### config.mk
export PLATFORM = sky130hd
export DESIGN_NAME = mode_clock_decoder_flat
export DESIGN_NICKNAME = d
export VERILOG_FILES = /design/src/rtl/mode_pkg.sv /design/src/rtl/mode_clock_decoder_if.sv /design/src/rtl/mode_clock_decoder_interval_meter.sv /design/src/rtl/mode_clock_decoder.sv /design/src/flat_wrapper.sv
export SDC_FILE = /design/constraint.sdc
export NUM_CORES = 1
export LEC_CHECK = 0
export BUFFER_PORTS_ARGS = -buffer_cell sky130_fd_sc_hd__buf_2
export CAP_MARGIN = 10
export CORE_AREA = 2 2 78 80
export CTS_BUF_LIST = sky130_fd_sc_hd__clkbuf_16
export DETAILED_ROUTE_END_ITERATION = 12
export DIE_AREA = 0 0 80 82
export PLACE_DENSITY = 0.75
export RECOVER_POWER = 100
export SLEW_MARGIN = 20
export SYNTH_ARGS = -nofsm -noshare
export SYNTH_HDL_FRONTEND = slang
export SYNTH_SLANG_ARGS = --single-unit
### constraint.sdc
create_clock -name SCLK -period 2.66 [get_ports SCLK]
set_input_delay 0.399 -clock SCLK [delete_from_list [all_inputs] [get_ports SCLK]]
set_output_delay 0.399 -clock SCLK [all_outputs]
set_load 0.005 [all_outputs]
### src/rtl/mode_pkg.sv
// Shared types and default timing for the mode_clock link (generator and decoder).
// State encoding, mode codes and the nominal half-periods live here.
package mode_pkg;

    typedef enum logic [2:0] {
        ACQ0,
        ACQ1,
        CONF,
        LOCKED,
        STATIC
    } state_t;

    localparam logic [1:0] MODE0 = 2'd0;
    localparam logic [1:0] MODE1 = 2'd1;
    localparam logic [1:0] MODE2 = 2'd2;
    localparam logic [1:0] MODE3 = 2'd3;

    // Classifier result: MODE1..MODE3 for a matching interval, CLS_NONE otherwise.
    localparam logic [1:0] CLS_NONE = 2'd0;

    localparam int DEF_SYNC_STAGES = 2;
    localparam int DEF_CNT_W       = 16;
    localparam int DEF_MOD1_HALF   = 1000;
    localparam int DEF_MOD2_HALF   = 500;
    localparam int DEF_MOD3_HALF   = 200;
    localparam int DEF_TOL         = 20;
    localparam int DEF_TIMEOUT     = 4000;

    function automatic logic [3:0] mode_onehot(input logic [1:0] m);
        return 4'b0001 << m;
    endfunction

endpackage

### src/rtl/mode_clock_decoder_if.sv
// Link-side signals of the mode_clock decoder: the toggle input and the display outputs.
// master = generator/stimulus side, slave = decoder side.
interface mode_clock_decoder_if;

    logic        mode_clock;
    logic [15:0] LD;
    logic [1:0]  mode;
    logic        mode_valid;

    modport master (
        output mode_clock,
        input  LD,
        input  mode,
        input  mode_valid
    );

    modport slave (
        input  mode_clock,
        output LD,
        output mode,
        output mode_valid
    );

endinterface

### src/rtl/mode_clock_decoder_interval_meter.sv
// Synchronizer, toggle detector and saturating interval counter for mode_clock.
// edge_det pulses one cycle per toggle; meas is the running count, valid as the interval on edge_det.
module interval_meter #(
    parameter int SYNC_STAGES = 2,
    parameter int CNT_W       = 16
) (
    input  logic             clk,
    input  logic             rst,
    input  logic             din,
    output logic             edge_det,
    output logic [CNT_W-1:0] meas
);

    logic [SYNC_STAGES-1:0] sync_p0;
    logic                   last_p1;
    logic [CNT_W-1:0]       cnt;

    always_ff @(posedge clk) begin
        if (rst) begin
            sync_p0 <= '0;
            last_p1 <= 1'b0;
            cnt     <= '0;
        end else begin
            sync_p0 <= {sync_p0[SYNC_STAGES-2:0], din};
            last_p1 <= sync_p0[SYNC_STAGES-1];
            // Restart at 1 so toggles N cycles apart read back as exactly N.
            if (edge_det) begin
                cnt <= CNT_W'(1);
            end else if (cnt != '1) begin
                cnt <= cnt + CNT_W'(1);
            end
        end
    end

    assign edge_det = sync_p0[SYNC_STAGES-1] ^ last_p1;
    assign meas     = cnt;

endmodule

### src/rtl/mode_clock_decoder.sv
// Recovers the generator's switch mode from the mode_clock half-period and drives the LED running light.
// Optional macro LD_MODE_DISPLAY_EN: LD[15:12] shows the locked mode one-hot, light runs in LD[11:0].
module mode_clock_decoder
    import mode_pkg::*;
#(
    parameter int SYNC_STAGES = DEF_SYNC_STAGES,
    parameter int CNT_W       = DEF_CNT_W,
    parameter int MOD1_HALF   = DEF_MOD1_HALF,
    parameter int MOD2_HALF   = DEF_MOD2_HALF,
    parameter int MOD3_HALF   = DEF_MOD3_HALF,
    parameter int TOL         = DEF_TOL,
    parameter int TIMEOUT     = DEF_TIMEOUT
) (
    input logic                 SCLK,
    input logic                 RST,
    mode_clock_decoder_if.slave bus
);

    localparam logic [CNT_W-1:0] M1_LO     = CNT_W'(MOD1_HALF - TOL);
    localparam logic [CNT_W-1:0] M1_HI     = CNT_W'(MOD1_HALF + TOL);
    localparam logic [CNT_W-1:0] M2_LO     = CNT_W'(MOD2_HALF - TOL);
    localparam logic [CNT_W-1:0] M2_HI     = CNT_W'(MOD2_HALF + TOL);
    localparam logic [CNT_W-1:0] M3_LO     = CNT_W'(MOD3_HALF - TOL);
    localparam logic [CNT_W-1:0] M3_HI     = CNT_W'(MOD3_HALF + TOL);
    localparam logic [CNT_W-1:0] TIMEOUT_C = CNT_W'(TIMEOUT);

    logic             edge_det;
    logic [CNT_W-1:0] meas;
    logic [1:0]       cls;

    state_t      state_q, state_d;
    logic [1:0]  cand_q, cand_d;
    logic [1:0]  mode_q, mode_d;
    logic        valid_q, valid_d;
    logic [15:0] ld_q, ld_d;
    logic [15:0] ld_lock, ld_rot, ld_static;

    function automatic logic [1:0] classify(input logic [CNT_W-1:0] m);
        if (m >= M1_LO && m <= M1_HI) return MODE1;
        if (m >= M2_LO && m <= M2_HI) return MODE2;
        if (m >= M3_LO && m <= M3_HI) return MODE3;
        return CLS_NONE;
    endfunction

    interval_meter #(
        .SYNC_STAGES(SYNC_STAGES),
        .CNT_W      (CNT_W)
    ) u_meter (
        .clk     (SCLK),
        .rst     (RST),
        .din     (bus.mode_clock),
        .edge_det(edge_det),
        .meas    (meas)
    );

    assign cls = classify(meas);

`ifdef LD_MODE_DISPLAY_EN
    assign ld_lock   = {mode_onehot(cand_q), 12'h001};
    assign ld_rot    = {mode_onehot(mode_q), ld_q[10:0], ld_q[11]};
    assign ld_static = {mode_onehot(MODE0), 12'h000};
`else
    assign ld_lock   = 16'h0001;
    assign ld_rot    = {ld_q[14:0], ld_q[15]};
    assign ld_static = 16'h0000;
`endif

    // ---- registered state and outputs ----
    always_ff @(posedge SCLK) begin
        if (RST) begin
            state_q <= ACQ0;
            cand_q  <= CLS_NONE;
            mode_q  <= MODE0;
            valid_q <= 1'b0;
            ld_q    <= 16'h0000;
        end else begin
            state_q <= state_d;
            cand_q  <= cand_d;
            mode_q  <= mode_d;
            valid_q <= valid_d;
            ld_q    <= ld_d;
        end
    end

    always_comb begin
        state_d = state_q;
        cand_d  = cand_q;
        mode_d  = mode_q;
        valid_d = valid_q;
        ld_d    = ld_q;
        if (edge_det) begin
            unique case (state_q)
                ACQ0: state_d = ACQ1;
                ACQ1: begin
                    if (cls != CLS_NONE) begin
                        cand_d  = cls;
                        state_d = CONF;
                    end
                end
                CONF: begin
                    if (cls == cand_q) begin
                        state_d = LOCKED;
                        mode_d  = cand_q;
                        valid_d = 1'b1;
                        ld_d    = ld_lock;
                    end else if (cls != CLS_NONE) begin
                        cand_d = cls;
                    end else begin
                        state_d = ACQ1;
                    end
                end
                LOCKED: begin
                    // A mismatching interval drops the lock but leaves mode and LD frozen.
                    if (cls == mode_q) begin
                        ld_d = ld_rot;
                    end else begin
                        state_d = ACQ1;
                        valid_d = 1'b0;
                    end
                end
                STATIC: begin
                    state_d = ACQ1;
                    valid_d = 1'b0;
                end
                default: state_d = ACQ0;
            endcase
        end else if (state_q != STATIC && meas == TIMEOUT_C) begin
            state_d = STATIC;
            mode_d  = MODE0;
            valid_d = 1'b1;
            ld_d    = ld_static;
        end
    end

    assign bus.LD         = ld_q;
    assign bus.mode       = mode_q;
    assign bus.mode_valid = valid_q;

endmodule

### src/flat_wrapper.sv
// flat-port wrapper written by rule: the top's interface ports become plain ports
module mode_clock_decoder_flat import mode_pkg::*;
#(
    parameter int SYNC_STAGES = DEF_SYNC_STAGES,
    parameter int CNT_W       = DEF_CNT_W,
    parameter int MOD1_HALF   = DEF_MOD1_HALF,
    parameter int MOD2_HALF   = DEF_MOD2_HALF,
    parameter int MOD3_HALF   = DEF_MOD3_HALF,
    parameter int TOL         = DEF_TOL,
    parameter int TIMEOUT     = DEF_TIMEOUT
)
  (SCLK, RST, bus_mode_clock, bus_LD, bus_mode, bus_mode_valid);
  mode_clock_decoder_if bus_i ();
  input logic SCLK;
  input logic RST;
  input wire logic [$bits(bus_i.mode_clock)-1:0] bus_mode_clock;
  output wire logic [$bits(bus_i.LD)-1:0] bus_LD;
  output wire logic [$bits(bus_i.mode)-1:0] bus_mode;
  output wire logic [$bits(bus_i.mode_valid)-1:0] bus_mode_valid;
  assign bus_i.mode_clock = bus_mode_clock;
  assign bus_LD = bus_i.LD;
  assign bus_mode = bus_i.mode;
  assign bus_mode_valid = bus_i.mode_valid;
  mode_clock_decoder #(.SYNC_STAGES(SYNC_STAGES), .CNT_W(CNT_W), .MOD1_HALF(MOD1_HALF), .MOD2_HALF(MOD2_HALF), .MOD3_HALF(MOD3_HALF), .TOL(TOL), .TIMEOUT(TIMEOUT)) u_core (.SCLK(SCLK), .RST(RST), .bus(bus_i));
endmodule
==> results of run 1 <==
-- repair_timing --
| action | CTS | global route |
|---|---|---|
| pin swaps | 0 | 2 |
| setup buffers | 0 | 2 |
| hold buffers | 0 | 0 |
| setup endpoints to repair | 16 | 19 |
| cloned | 0 | 1 |
| resized for setup | 3 | 15 |
-- final timing paths --
check	start	endpoint	slack [ps]	cells after the start
max reg2reg	u_core.u_meter.meas[12]$_SDFFE_PP0P_	u_core.bus.LD[4]$_SDFFE_PP0P_	-30	8
min reg2reg	u_core.u_meter.sync_p0[0]$_SDFF_PP0_	u_core.u_meter.sync_p0[1]$_SDFF_PP0_	440	1
max	u_core.u_meter.meas[12]$_SDFFE_PP0P_	u_core.bus.LD[4]$_SDFFE_PP0P_	-30	8
min	bus_mode_clock	u_core.u_meter.sync_p0[0]$_SDFF_PP0_	320	2
-- metrics by stage --
stage               std cells  hold slack, ps
finish                    419           324.2
global route              419           333.7
CTS                       416           325.6
detailed placement        408           428.0
global placement          408           419.1
floorplan                 310           413.8
-- layer usage --
metal / vias to the layer above / global-route usage, %
met5: - / 0
met4: 0 / 8.475
met3: 8 / 3.407
met2: 82 / 31.92
met1: 1081 / 23.91
li1: 1190 / -
-- cells in the mapped netlist, drive strengths merged (4+ instances only) --
cell    count  area (sq um)
a21oi      14         77.58
o21ai      15         75.07
mux2i      14         140.1
or4b        4         40.04
xnor2       6         52.55
inv        10         37.54
dfxtp      43         860.8
nor2       31         116.4
nor2b      10         62.56
nor3        6         35.03
or3         4         25.02
nand3      27         135.1
o31ai       5         37.54
and3        4         25.02
clkbuf     12         45.04
nand2      31         116.4
buf         5         45.04
xor2        6         52.55
-- cells by family (layout without fill, tap and decap cells) --
kind of cell	Yosys count	count (layout)	share of synthesized area [%]
AND/OR/NAND/NOR	143	143	30.00
AO/OA/AOI/OAI	66	66	18.50
flip-flops	43	43	34.40
buffers and inverters	28	62	5.250
multiplexers	16	16	6.650
XOR/XNOR	12	12	4.200
adder cells (fa/ha/maj)	2	2	0.9998
-- flip-flops by register name (all words and copies together) (netlist names) --
name and count:
u_core.bus.LD 16, u_core.bus.mode 2, u_core.bus.mode_valid 1, u_core.cand_q 2, u_core.state_q 3, u_core.u_meter.last_p1 1, u_core.u_meter.meas 16, u_core.u_meter.sync_p0 2
-- worst register-to-register path, stage by stage, from the launching register on --
cell and delay (ps):
dfxtp_2 350, or4_4 560, or4_4 590, nor3_4 240
buf_6 130, a21o_1 120, and3_4 240, buf_12 140
mux2i_1 220
-- layout make-up --
cell class              count  area [sq um]
fillers                   549          2689
multi-input cells         239          1582
flip-flops and latches     43         863.3
repair buffers             43         287.8
clock buffers               5         125.1
well taps                  75         93.84
clock inverters             3         63.81
inverters                  11         41.29
-- power by group through the flow --
stage / registers [mW] / clock network [mW] / logic [mW]
6_report: 0.660 / 0.781 / 0.0661
5_1_grt: 0.661 / 0.820 / 0.0756
4_1_cts: 0.659 / 0.788 / 0.0620
3_5_place_dp: 0.674 / 0 / 0.0611
3_3_place_gp: 0.674 / 0 / 0.0605
2_1_floorplan: 0.670 / 0 / 0.0487
==> impl_metrics.json, run 1 <==
{
  "die_area_sq_um": 6560,
  "htree_levels": 2,
  "combPwrFrac_pct": 4.4,
  "nNetsFinal": 348,
  "grt_pass1_vias": 2204,
  "crit_path_start_kind": "register",
  "power_frac_seq_pct": 43.8,
  "drtAntennaViolNets": 0,
  "track_usage_pct": 19.04,
  "cts.clk_slew.worst_paths_ps": 60,
  "routed_wl_um": 6069,
  "grt_first_pass_wirelength_um": 9860,
  "top_layer_used": "met4",
  "antenna_found_initial": 0,
  "area_delta_synth_final_pct": 22.15,
  "dieHeight_um": 82,
  "routedWlPerCell_um": 14.48,
  "cpMostUsedCell": "or4_4",
  "synth_cells": 310,
  "num_vias": 2361,
  "setup_slack_ps": -25.34,
  "setup_tns_ps": -25.34,
  "clock_path_buffers": 2,
  "dp_hpwl_um": 4259,
  "critPathMaxFanout": 8,
  "place_area_sq_um": 2766,
  "p_sw_uw": 296.0,
  "netlist-cell-type-count": 65,
  "slew_headroom_pct": 51.27,
  "grt_max_degree": 20,
  "synth_edf_count": 0,
  "cts_buffers": 5,
  "wl_met2_um": 2926,
  "ioPinCount": 22,
  "pwr_density_cell_nw_per_um2": 493.1,
  "min_period_ps": 2685,
  "place_congestion": 0.9044,
  "cts_tree": "yes",
  "io_buffers": 21,
  "avgSynthCellArea_sq_um": 8.072,
  "synth_warnings": 0,
  "layout_commonest_cell": "dfxtp_1",
  "switching_share_pct": 19.64,
  "routed_via_density": 5.635,
  "cp_num_buf_inv": 2,
  "first_pass_iters": 4,
  "numClockSinks": 43,
  "cpPeakStageDelay_ps": 590,
  "ir_drop_mv": 0.2729,
  "syn-num-nets": 315,
  "final_util_pct": 53.20,
  "p_leak_nw": 1.100,
  "violations": "setup timing",
  "synth_area_sq_um": 2502,
  "crit_arrival_ps": 2890,
  "crit_path_top_delay_cell": "or4_4",
  "drt-met1-wl_um": 2676,
  "hp-class": "input pin to register",
  "max_freq_mhz": 372.4,
  "final_cell_mix": "dfxtp_1 (41), nand2_1 (31), nor2_1 (31)",
  "p_int_mw": 1.211,
  "path_class": "register to register",
  "path_delay_family": "simple AND/OR/NAND/NOR gates",
  "clock_latency_ps": 290,
  "yosys_register_bits": 43,
  "cts-root-buf": "clkbuf_16",
  "maxCapViolations": 0,
  "post-place-ws_ps": -33.17,
  "antenna_cells": 0,
  "worstPathRequired_ps": 2860,
  "tightestPinTransition_ps": 725.7,
  "grt_overflow": 0,
  "wl_met3_um": 361,
  "power_mw": 1.507,
  "cp_cell_sequence": "or4_4 -> or4_4 -> nor3_4 -> buf_6 -> a21o_1 -> and3_4 -> buf_12 -> mux2i_1",
  "fin_area_sq_um": 3057,
  "rsz0062_at_grt": "yes",
  "status": "complete, but fails checks",
  "drive_gt1_share_pct": 18.02,
  "coreArea_sq_um": 5746,
  "initial_core_util_pct": 43.55,
  "drtIter0Drc": 182,
  "die_width_um": 80,
  "hold_viol": 0,
  "ys.flop_type": "dfxtp_1",
  "end_kind": "register",
  "synth-async-reset-ratio_pct": 0,
  "drcViolationCount": 0,
  "fin_crit_sh_pct": 101.0,
  "maxSlewViolCount": 0,
  "setup_viol": 1,
  "placementRows": 28,
  "fin_worst_skew_ps": 6.792,
  "yosysSeqAreaShare_pct": 34.40,
  "p_clk_share_pct": 51.8
}
(Power assumes the default switching activity.)
==> run 2: changes to the inputs <==
- PLACE_DENSITY: 0.75 -> 0.73
- clock period: 2.66 -> 3 ns (I/O delays scaled with it)
==> impl_metrics.json, run 2 (synthesized netlist as in run 1, its figures left out) <==
{
  "drtIter0Drc": 204,
  "nNetsFinal": 334,
  "numClockSinks": 43,
  "maxCapViolations": 0,
  "maxSlewViolCount": 0,
  "post_cts_buffers": 0,
  "fill_cells": 584,
  "slew_headroom_pct": 52.51,
  "worstPathRequired_ps": 3210,
  "path_class": "register to register",
  "rsz0062_at_grt": "no",
  "initial_core_util_pct": 43.55,
  "layout_commonest_cell": "dfxtp_1",
  "hp-class": "input pin to register",
  "dp_hpwl_um": 4188,
  "routed_wl_um": 5626,
  "ctsHoldBuffers": 0,
  "area_delta_synth_final_pct": 11.95,
  "die_area_sq_um": 6560,
  "drtAntennaViolNets": 0,
  "grt_first_pass_wirelength_um": 9701,
  "setup_tns_ps": 0,
  "track_usage_pct": 18.48,
  "hold_viol": 0,
  "min_delay_path_depth": 2,
  "cts.clk_slew.worst_paths_ps": 60,
  "ioPinCount": 22,
  "p_leak_nw": 0.9774,
  "pwr_density_cell_nw_per_um2": 411.6,
  "htree_levels": 2,
  "io_buffers": 21,
  "routed_via_density": 5.696,
  "antenna_cells": 0,
  "min_period_ps": 2755,
  "first_pass_iters": 4,
  "min-delay-start": "bus_mode_clock",
  "die_width_um": 80,
  "setup_viol": 0,
  "cts-root-buf": "clkbuf_16",
  "end_kind": "register",
  "status": "finished, final reports clean",
  "drive_gt1_share_pct": 10.30,
  "cts_tree": "yes",
  "rr_endpoint": "u_core.bus.LD[1]$_SDFFE_PP0P_",
  "final_cell_mix": "dfxtp_1 (43), nand2_1 (31), nor2_1 (31)",
  "critPathMaxFanout": 15,
  "crit_path_start_kind": "register",
  "cts_buffers": 5,
  "fin_worst_skew_ps": 5.741,
  "place_congestion": 0.9421,
  "antenna_found_initial": 0,
  "clock_path_buffers": 2,
  "routedWlPerCell_um": 13.89,
  "crit_arrival_ps": 2970,
  "r2r-start": "u_core.u_meter.meas[0]$_SDFFE_PP0P_",
  "drcViolationCount": 0,
  "fin_crit_sh_pct": 91.85,
  "dieHeight_um": 82,
  "final_util_pct": 48.76,
  "tightestPinTransition_ps": 707.3,
  "ir_drop_mv": 0.3305,
  "placementRows": 28,
  "max_freq_mhz": 362.9,
  "grt_pass1_vias": 2124,
  "r2r_slack_ps": 240,
  "post_cts_resized": 0,
  "clock_latency_ps": 280,
  "grt_overflow": 0,
  "min_to": "u_core.u_meter.sync_p0[0]$_SDFF_PP0_",
  "num_vias": 2307,
  "coreArea_sq_um": 5746,
  "grt_max_degree": 19,
  "r2r_cells": 10
}
==> run 2: cell count changes in the layout (fill, tap and decap cells not counted), sizes merged <==
| cell | change |
|---|---|
| clkinvlp | +1 |
| bufinv | -2 |
| clkinv | +1 |
| buf | -16 |
| clkbuf | +2 |
==> run 2: critical path, stage by stage, from the launching register on <==
cell       delay, ps
dfxtp_1          350
inv_1             70
ha_1             210
or4b_1           440
or4_1            470
nor3_2           210
a2111oi_0        120
o21ai_1          140
and3_1           270
buf_12           190
mux2i_1          210
==> run 2: where the power goes <==
group	total, mW	internal (mW)	switching (mW)
combinational	0.0510	0.0180	0.0330
clock	0.515	0.303	0.212
sequential	0.587	0.578	0.00852
==> run 2: area by class of cell <==
type                       count  area, sq um  share of cell area [%]
inverter                      11        41.29                   1.474
sequential                    43        860.8                   30.73
multi-input combinational    239         1504                   53.68
clock inverter                 3        16.27                  0.5806
timing repair buffer          29        160.2                   5.717
clock buffer                   5        125.1                   4.466
tap                           75        93.84                   3.350
==> run 2: worst max path at each step <==
stage                                   startpoint                             end  cells after the start  slack, ps
5_1_grt        u_core.u_meter.meas[1]$_SDFFE_PP0P_  u_core.bus.LD[11]$_SDFFE_PP0P_                     10         40
4_1_cts        u_core.u_meter.meas[0]$_SDFFE_PP0P_   u_core.bus.LD[1]$_SDFFE_PP0P_                     10        230
6_report       u_core.u_meter.meas[0]$_SDFFE_PP0P_   u_core.bus.LD[1]$_SDFFE_PP0P_                     10        240
3_3_place_gp   u_core.u_meter.meas[0]$_SDFFE_PP0P_   u_core.bus.LD[5]$_SDFFE_PP0P_                     10        330
3_5_place_dp   u_core.u_meter.meas[0]$_SDFFE_PP0P_   u_core.bus.LD[1]$_SDFFE_PP0P_                     10        250
2_1_floorplan  u_core.u_meter.meas[0]$_SDFFE_PP0P_  u_core.bus.LD[15]$_SDFFE_PP0P_                     11        500
==> run 2: through the flow <==
step | hold WS, ps | total power, mW | area (sq um) | std cells | setup slack [ps]
detailed placement | 429.7 | 0.6518 | 2684 | 397 | 249.0
CTS | 375.0 | 1.171 | 2825 | 405 | 230.4
global route | 388.3 | 1.206 | 2801 | 405 | 44.85
global placement | 418.1 | 0.6504 | 2684 | 397 | 328.9
floorplan | 413.8 | 0.6373 | 2502 | 310 | 503.9
finish | 375.6 | 1.153 | 2801 | 405 | 244.6
==> run 2: layer usage <==
metal	track usage [%]	wire [um]	vias up
met5	0	0	-
met4	4.576	63	0
met3	4.066	377	7
met2	32.50	2603	80
met1	22.95	2581	1069
li1	-	-	1151
==> run 3: changes to the inputs <==
- CTS_BUF_LIST: sky130_fd_sc_hd__clkbuf_16 -> unset
==> impl_metrics.json, run 3 (synthesized netlist as in run 1, its figures left out) <==
{
  "status": "finished, final reports clean",
  "antenna_found_initial": 0,
  "routed_wl_um": 5638,
  "drt-met1-wl_um": 2583,
  "end_kind": "register",
  "routedWlPerCell_um": 13.92,
  "maxSlewViolCount": 0,
  "max_freq_mhz": 362.4,
  "ir_drop_mv": 0.2876,
  "critPathMaxFanout": 15,
  "top_layer_used": "met4",
  "hp-class": "input pin to register",
  "num_vias": 2332,
  "slew_headroom_pct": 46.96,
  "pwr_density_cell_nw_per_um2": 363.1,
  "p_leak_nw": 0.9476,
  "layout_commonest_cell": "dfxtp_1",
  "r2r-start": "u_core.u_meter.meas[0]$_SDFFE_PP0P_",
  "grt_pass1_vias": 2122,
  "ctsHoldBuffers": 0,
  "hold_viol": 0,
  "min-delay-start": "bus_mode_clock",
  "routed_via_density": 5.758,
  "setup_viol": 0,
  "drive_gt1_share_pct": 10.30,
  "placementRows": 28,
  "initial_core_util_pct": 43.55,
  "io_buffers": 21,
  "r2r_cells": 10,
  "final_cell_mix": "dfxtp_1 (43), nand2_1 (31), nor2_1 (31)",
  "min_to": "u_core.u_meter.sync_p0[0]$_SDFF_PP0_",
  "nNetsFinal": 334,
  "dieHeight_um": 82,
  "r2r_slack_ps": 240,
  "ioPinCount": 22,
  "fin_worst_skew_ps": 8.293,
  "crit_arrival_ps": 2990,
  "rsz0062_at_grt": "no",
  "post_cts_buffers": 0,
  "setup_slack_ps": 240.8,
  "cts_tree": "yes",
  "clock_path_buffers": 2,
  "die_width_um": 80,
  "htree_levels": 2,
  "grt_first_pass_wirelength_um": 9666,
  "cts.clk_slew.worst_paths_ps": 80,
  "tightestPinTransition_ps": 790.0,
  "hold_ws_ps": 356.9,
  "cts-root-buf": "clkbuf_8",
  "die_area_sq_um": 6560,
  "drcViolationCount": 0,
  "min_period_ps": 2759,
  "grt_overflow": 0,
  "post-place-ws_ps": 249.0,
  "numClockSinks": 43,
  "coreArea_sq_um": 5746,
  "crit_path_start_kind": "register",
  "drtIter0Drc": 187,
  "cts_buffers": 5,
  "min_delay_path_depth": 2,
  "rr_endpoint": "u_core.bus.LD[1]$_SDFFE_PP0P_",
  "area_delta_synth_final_pct": 9.700,
  "post_cts_resized": 0,
  "wl_met3_um": 360,
  "drtAntennaViolNets": 0,
  "first_pass_iters": 7,
  "antenna_cells": 0,
  "place_congestion": 0.9421,
  "setup_tns_ps": 0,
  "wl_met2_um": 2633,
  "track_usage_pct": 18.43,
  "path_class": "register to register",
  "fin_crit_sh_pct": 91.97,
  "dp_hpwl_um": 4188,
  "grt_max_degree": 19,
  "worstPathRequired_ps": 3230,
  "maxCapViolations": 0,
  "clock_latency_ps": 300
}
[run 3: changes by cell type in the layout (fill, tap and decap cells not counted), sizes merged]
cell	delta
inv	-1
clkbuf	+1
[run 3: worst max-delay path by stage]
stage	start	end	slack, ps	depth (start not counted)
floorplan	u_core.u_meter.meas[0]$_SDFFE_PP0P_	u_core.bus.LD[15]$_SDFFE_PP0P_	500	11
global placement	u_core.u_meter.meas[0]$_SDFFE_PP0P_	u_core.bus.LD[5]$_SDFFE_PP0P_	330	10
detailed placement	u_core.u_meter.meas[0]$_SDFFE_PP0P_	u_core.bus.LD[1]$_SDFFE_PP0P_	250	10
CTS	u_core.u_meter.meas[0]$_SDFFE_PP0P_	u_core.bus.LD[1]$_SDFFE_PP0P_	230	10
global route	u_core.u_meter.meas[1]$_SDFFE_PP0P_	u_core.bus.LD[11]$_SDFFE_PP0P_	40	10
finish	u_core.u_meter.meas[0]$_SDFFE_PP0P_	u_core.bus.LD[1]$_SDFFE_PP0P_	240	10
[run 3: layer usage]
layer | GRT usage [%] | up-vias
met4 | 5.254 | 0
met1 | 22.55 | 1089
met2 | 32.58 | 83
li1 | - | 1152
met5 | 0 | -
met3 | 3.956 | 8
[run 3: cell type report]
| cell class | instances | area [sq um] |
|---|---|---|
| fillers | 592 | 3000 |
| flip-flops and latches | 43 | 860.8 |
| clock inverters | 2 | 12.51 |
| inverters | 11 | 41.29 |
| multi-input cells | 239 | 1504 |
| clock buffers | 6 | 72.57 |
| repair buffers | 29 | 160.2 |
| well taps | 75 | 93.84 |
[run 3: report_power, final]
group          switching (mW)  leakage [nW]  internal (mW)
sequential            0.00852         0.348          0.577
clock                   0.197        0.0412          0.163
combinational          0.0335         0.559         0.0180
total                   0.239         0.948          0.758
[run 3: worst max-delay path, cell delays in order, from the launching register on]
cell       delay, ps
dfxtp_1          360
inv_1             70
ha_1             220
or4b_1           440
or4_1            470
nor3_2           210
a2111oi_0        120
o21ai_1          140
and3_1           270
buf_12           190
mux2i_1          210
[run 3: per-stage QoR]
| stage | cell area, sq um | instances | utilization [%] | total power [mW] |
|---|---|---|---|---|
| after global routing | 2745 | 405 | 47.78 | 1.047 |
| final | 2745 | 405 | 47.78 | 0.9969 |
| after global placement | 2684 | 397 | 46.71 | 0.6504 |
| after detailed placement | 2684 | 397 | 46.71 | 0.6518 |
| after floorplan | 2502 | 310 | - | 0.6373 |
| after CTS | 2769 | 405 | 48.19 | 1.014 |
